`src/rtl/regfile_rd_pkg.sv`:
```
// Shared constants and read-source selection for the write-back register file.
// Every pipeline stage that indexes the stall vector or sizes a register operand uses these.
package regfile_rd_pkg;

    localparam int DEF_RADDR_WIDTH = 5;
    localparam int DEF_RDATA_WIDTH = 32;
    localparam int STALL_WIDTH     = 6;
    localparam int STALL_ID        = 1;

    localparam logic [DEF_RADDR_WIDTH-1:0] ZERO_REG     = '0;
    localparam logic [DEF_RDATA_WIDTH-1:0] ZERO         = '0;
    localparam logic                       WRITE_ENABLE = 1'b1;
    localparam logic                       READ_ENABLE  = 1'b1;

    typedef enum logic [1:0] {
        RD_HOLD   = 2'd0,
        RD_ZERO   = 2'd1,
        RD_BYPASS = 2'd2,
        RD_ARRAY  = 2'd3
    } rd_src_e;

    // Priority order matters: a stall beats everything, and x0 beats the bypass.
    function automatic rd_src_e readSource(input logic hold, input logic enabled,
                                           input logic isZeroReg, input logic bypassHit);
        if (hold)            return RD_HOLD;
        else if (!enabled)   return RD_ZERO;
        else if (isZeroReg)  return RD_ZERO;
        else if (bypassHit)  return RD_BYPASS;
        else                 return RD_ARRAY;
    endfunction

endpackage

```
`src/rtl/regfile_rd_port.sv`:
```
// One registered read port: priority mux (stall / enable / x0 / bypass / array)
// feeding the output flop.
module regfile_rd_port
    import regfile_rd_pkg::*;
#(
    parameter int RADDR_WIDTH = DEF_RADDR_WIDTH,
    parameter int RDATA_WIDTH = DEF_RDATA_WIDTH
) (
    input  logic                   clk_i,
    input  logic                   rst_ni,
    input  logic                   hold_i,
    input  logic                   re_i,
    input  logic [RADDR_WIDTH-1:0] raddr_i,
    input  logic                   we_i,
    input  logic [RADDR_WIDTH-1:0] waddr_i,
    input  logic [RDATA_WIDTH-1:0] wdata_i,
    input  logic [RDATA_WIDTH-1:0] arr_data_i,
    output logic [RDATA_WIDTH-1:0] rdata_o
);

    rd_src_e                src;
    logic [RDATA_WIDTH-1:0] rdata_d;
    logic [RDATA_WIDTH-1:0] rdata_q;

    always_comb begin
        src = readSource(hold_i,
                         re_i == READ_ENABLE,
                         raddr_i == RADDR_WIDTH'(ZERO_REG),
                         (we_i == WRITE_ENABLE) && (waddr_i == raddr_i));
    end

    always_comb begin
        rdata_d = rdata_q;
        case (src)
            RD_HOLD:   rdata_d = rdata_q;
            RD_ZERO:   rdata_d = RDATA_WIDTH'(ZERO);
            RD_BYPASS: rdata_d = wdata_i;
            RD_ARRAY:  rdata_d = arr_data_i;
            default:   rdata_d = rdata_q;
        endcase
    end

    always_ff @(posedge clk_i or negedge rst_ni) begin
        if (!rst_ni) begin
            rdata_q <= '0;
        end else begin
            rdata_q <= rdata_d;
        end
    end

    assign rdata_o = rdata_q;

endmodule

```
`src/rtl/regfile_rd.sv`:
```
// General-purpose register file: one write port from MEM/WB, two registered
// read ports with write-through bypass for ID, and a combinational debug port.
module regfile_rd
    import regfile_rd_pkg::*;
#(
    parameter int RADDR_WIDTH = DEF_RADDR_WIDTH,
    parameter int RDATA_WIDTH = DEF_RDATA_WIDTH,
    parameter int STALL_BIT   = STALL_ID
) (
    input  logic                   clk_i,
    input  logic                   rst_ni,
    input  logic [STALL_WIDTH-1:0] stall_i,
    input  logic                   we_i,
    input  logic [RADDR_WIDTH-1:0] waddr_i,
    input  logic [RDATA_WIDTH-1:0] wdata_i,
    input  logic                   re1_i,
    input  logic [RADDR_WIDTH-1:0] raddr1_i,
    output logic [RDATA_WIDTH-1:0] rdata1_o,
    input  logic                   re2_i,
    input  logic [RADDR_WIDTH-1:0] raddr2_i,
    output logic [RDATA_WIDTH-1:0] rdata2_o,
    input  logic [RADDR_WIDTH-1:0] dbg_addr_i,
    output logic [RDATA_WIDTH-1:0] dbg_data_o
);

    localparam int NUM_REGS = 2 ** RADDR_WIDTH;

    logic [RDATA_WIDTH-1:0] regs_q [NUM_REGS];
    logic                   holdRead;
    logic [STALL_WIDTH-1:0] stall_unused;

    // Only the ID bit matters here; the rest of the vector belongs to other stages.
    assign holdRead     = stall_i[STALL_BIT];
    assign stall_unused = stall_i;

    // x0 is never written, so its entry stays at the reset value of zero.
    always_ff @(posedge clk_i or negedge rst_ni) begin
        if (!rst_ni) begin
            for (int i = 0; i < NUM_REGS; i++) begin
                regs_q[i] <= '0;
            end
        end else if ((we_i == WRITE_ENABLE) && (waddr_i != RADDR_WIDTH'(ZERO_REG))) begin
            regs_q[waddr_i] <= wdata_i;
        end
    end

    assign dbg_data_o = (dbg_addr_i == RADDR_WIDTH'(ZERO_REG)) ? RDATA_WIDTH'(ZERO)
                                                               : regs_q[dbg_addr_i];

    regfile_rd_port #(
        .RADDR_WIDTH (RADDR_WIDTH),
        .RDATA_WIDTH (RDATA_WIDTH)
    ) u_port1 (
        .clk_i      (clk_i),
        .rst_ni     (rst_ni),
        .hold_i     (holdRead),
        .re_i       (re1_i),
        .raddr_i    (raddr1_i),
        .we_i       (we_i),
        .waddr_i    (waddr_i),
        .wdata_i    (wdata_i),
        .arr_data_i (regs_q[raddr1_i]),
        .rdata_o    (rdata1_o)
    );

    regfile_rd_port #(
        .RADDR_WIDTH (RADDR_WIDTH),
        .RDATA_WIDTH (RDATA_WIDTH)
    ) u_port2 (
        .clk_i      (clk_i),
        .rst_ni     (rst_ni),
        .hold_i     (holdRead),
        .re_i       (re2_i),
        .raddr_i    (raddr2_i),
        .we_i       (we_i),
        .waddr_i    (waddr_i),
        .wdata_i    (wdata_i),
        .arr_data_i (regs_q[raddr2_i]),
        .rdata_o    (rdata2_o)
    );

endmodule

```
`config.mk`:
```
export PLATFORM = sky130hd
export DESIGN_NAME = regfile_rd
export DESIGN_NICKNAME = d
export VERILOG_FILES = /design/src/rtl/regfile_rd_pkg.sv /design/src/rtl/regfile_rd_port.sv /design/src/rtl/regfile_rd.sv
export SDC_FILE = /design/constraint.sdc
export NUM_CORES = 2
export LEC_CHECK = 0
export BUFFER_PORTS_ARGS = -buffer_cell sky130_fd_sc_hd__buf_4
export CAP_MARGIN = 20
export CORE_MARGIN = 2
export CORE_UTILIZATION = 60
export CTS_CLUSTER_SIZE = 30
export DETAILED_ROUTE_END_ITERATION = 8
export HOLD_SLACK_MARGIN = 0.02
export PLACE_DENSITY = 0.77
export SLEW_MARGIN = 20
export SYNTH_ARGS = -nofsm -noshare
export SYNTH_HDL_FRONTEND = slang
export SYNTH_SLANG_ARGS = --single-unit
```
`constraint.sdc`:
```
create_clock -name clk_i -period 5.57 [get_ports clk_i]
set_input_delay 1.114 -clock clk_i [delete_from_list [all_inputs] [get_ports clk_i]]
set_output_delay 1.114 -clock clk_i [all_outputs]
set_load 0.02 [all_outputs]
```
==> reports/qor.yml <==
status: "finished, final reports clean"
ys_seq_area_share_pct: 41.54
die_w_um: 334.5
ys_top_cells_by_area: "dfrtp_1 (42%), mux4_2 (22%), mux2_2 (18%)"
gp_congestion: 0.9559
clk_latency_ns: 0.75
cts_tree: "done"
cts_setup_buffers: 0
crit_top_cell: "buf_4"
syn-mean-instance-area_um2: 14.55
p_per_area_nw_per_um2: 352.1
yosysMostFrequentCell: "dfrtp_1"
numCtsBuffers: 118
crit_fanout: 28
synth_flop_cell: "dfrtp_1"
peakVddDrop_mv: 0.3131
yosys.area_share.simple_pct: 2.527
h-tree-depth: 3
grtUsageTotal_pct: 42.95
cts_resized: 0
setup_viol: 0
grt_max_degree: 175
fin_util_pct: 66.51
ys_ff_latch: 1088
num_io_pins: 159
place_area_um2: 67970
required_ns: 4.46
end_kind: "primary output"
synth_xor_area_share_pct: 0.1336
synth_area_leader_cell: "dfrtp_1"
drive_above_1_share_pct: 50.43
clock_skew_ns: 0.02737
crit_path_start_kind: "input port"
power.total_mw: 25.42
synth_cell_types: 74
ant_nets: 0
initialDrtViolationCount: 7753
reg2reg_to: "u_port2.rdata_o[17]"
fp-row-count: 121
critPathTopFamily: "buffers and inverters"
synthAdderAreaFrac_pct: 0
netlist_area_um2: 65540
cts_buffer_depth: 3
r2r_cells: 5
synth-compound-area-share_pct: 6.458
syn_nets: 4567
fin_crit_ns: 5.017
io_buffers: 153
cts_hold_buf: 0
async_flop_share_pct: 100.0
path_clk_slew_ns: 0.06
hpwl_um: 146500
vias: 48130
grt_pass1_vias: 47620
holdCritStartpoint: "regs_q[994]"
hold_viol: 0
finalCritPeriodShare_pct: 90.06
core_region_area_um2: 108600
final_area_um2: 72200
antenna_found_initial: 19
cp_slowest_cell: "a2111oi_0"
grt_pass1_wl_um: 343200
fillCellCount: 7555
hp-class: "reg2reg"
nNetsFinal: 4501
tns_ns: 0
area_growth_pct: 10.15
leakage_nw: 30.53
whs_endpoint: "regs_q[994]"
ys_top_cells_by_count: "dfrtp_1 (1088), mux2_2 (1028), mux4_2 (640)"
synthDominantCellAreaShare_pct: 41.54
slew_violations: 0
slew_headroom_pct: 15.85
drt-total-wl_um: 238900
vias_per_cell: 8.064
synth_top_family_by_area: "multiplexers"
holdPathStages: 0
multiInputGateArea_um2: 35740
r2r_setup_slack_ns: 3.35
firstDrtPassIters: 7
fmax_ghz: 0.1993
slowest_delay_ns: 0.83
grt_overflow: 0
synthCells: 4504
worst_slew_pin_slew_ns: 1.259
path_cells: "buf_8 -> buf_12 -> buf_4 -> mux4_2 -> a2111oi_0 -> nor3_1 -> buf_4"
ys_warn_count: 0
worstReg2RegStart: "regs_q[145]"
dieArea_um2: 111900
clock-sinks: 1088
seq_area_um2: 27230
arrival_ns: 3.90
die_h_um: 334.5
synth_edf_count: 0
cap_violations: 0
drc: 0
worstSetupPathType: "in2out"
synth_mux_area_share_pct: 45.04
initial_core_util_pct: 60.38
critPathBufInv: 4
rsz0062_at_grt: "no"
wl_per_cell_um: 40.03
root_buffer: "clkbuf_16"
## through the flow
stage | hold WS, ns | instances | setup slack (ns)
floorplan | 0.4580 | 4504 | 1.444
global placement | 0.3999 | 5729 | 0.7043
detailed placement | 0.4056 | 5732 | 0.6980
CTS | 0.4190 | 5955 | 0.6944
global route | 0.4362 | 5961 | 0.5662
finish | 0.4195 | 5968 | 0.5534
## power by group
part	internal (mW)	switching, mW	total, mW	leakage (nW)
Combinational	3.45	2.60	6.05	14.5
Sequential	9.37	1.51	10.9	14.0
Clock	5.02	3.47	8.49	2.05
Total	17.8	7.58	25.4	30.5
## registers in the layout (all words and copies together) (netlist names)
| register | count |
|---|---|
| u_port1.rdata_o | 32 |
| u_port2.rdata_o | 32 |
| regs_q | 1024 |
## worst max-delay path by stage
stage / startpoint / to / slack (ns) / cells past startpoint
3_3_place_gp: dbg_addr_i[0] / dbg_data_o[12] / 0.70 / 7
4_1_cts: dbg_addr_i[0] / dbg_data_o[12] / 0.69 / 7
6_report: dbg_addr_i[0] / dbg_data_o[12] / 0.55 / 7
5_1_grt: dbg_addr_i[0] / dbg_data_o[12] / 0.57 / 7
3_5_place_dp: dbg_addr_i[0] / dbg_data_o[12] / 0.70 / 7
2_1_floorplan: dbg_addr_i[0] / dbg_data_o[23] / 1.44 / 7
## cell type report
| class | instances | area share [%] |
|---|---|---|
| Multi-Input combinational cell | 2878 | 49.50 |
| Sequential cell | 1088 | 37.71 |
| Clock buffer | 168 | 4.858 |
| Timing Repair Buffer | 346 | 4.464 |
| Tap cell | 1414 | 2.451 |
| Clock inverter | 55 | 0.9376 |
| Antenna cell | 13 | 0.04506 |
| Inverter | 6 | 0.03120 |
## cells by family (layout without fill, tap and decap cells)
kind of cell              count (synthesis)  in the layout
buffers and inverters                   538            575
AOI/OAI and AO/OA                       556            556
xor gates and xnor gates                 10             10
and+or+nand+nor                         325            325
muxes                                  1987           1987
DFF                                    1088           1088
other                                     0             13
## layer usage
metal | up-vias | wire [µm] | GRT usage, %
met3 | 1112 | 37500 | 18.71
li1 | 17870 | - | -
met1 | 24880 | 82300 | 55.67
met4 | 28 | 18280 | 27.30
met2 | 4237 | 100600 | 59.20
met5 | - | 192 | 0
## placed cells by master (no fill, tap or decap), types with 9 or more instances in the layout
master / count
dfrtp_1: 1088
mux2_2: 1028
mux4_2: 640
mux2i_1: 297
buf_4: 293
a22oi_1: 133
clkbuf_16: 123
o22ai_1: 75
nor2b_1: 51
nand2_1: 49
nor3_1: 47
nor2_1: 46
a21oi_1: 45
buf_12: 42
a221oi_1: 39
o221ai_1: 33
a2111oi_0: 32
o21ai_0: 32
a221o_1: 30
a22o_1: 30
clkinv_2: 27
clkbuf_8: 26
mux4_1: 19
clkbuf_1: 19
nor2_4: 17
nand2_2: 15
nand3_1: 15
a211oi_1: 14
bufinv_16: 14
diode_2: 13
nand2b_1: 13
o211ai_1: 12
o21ai_1: 12
and2_1: 10
nor4_1: 10
clkinvlp_4: 10
a32oi_1: 9
No activity file was read; power rests on OpenSTA's default activity.
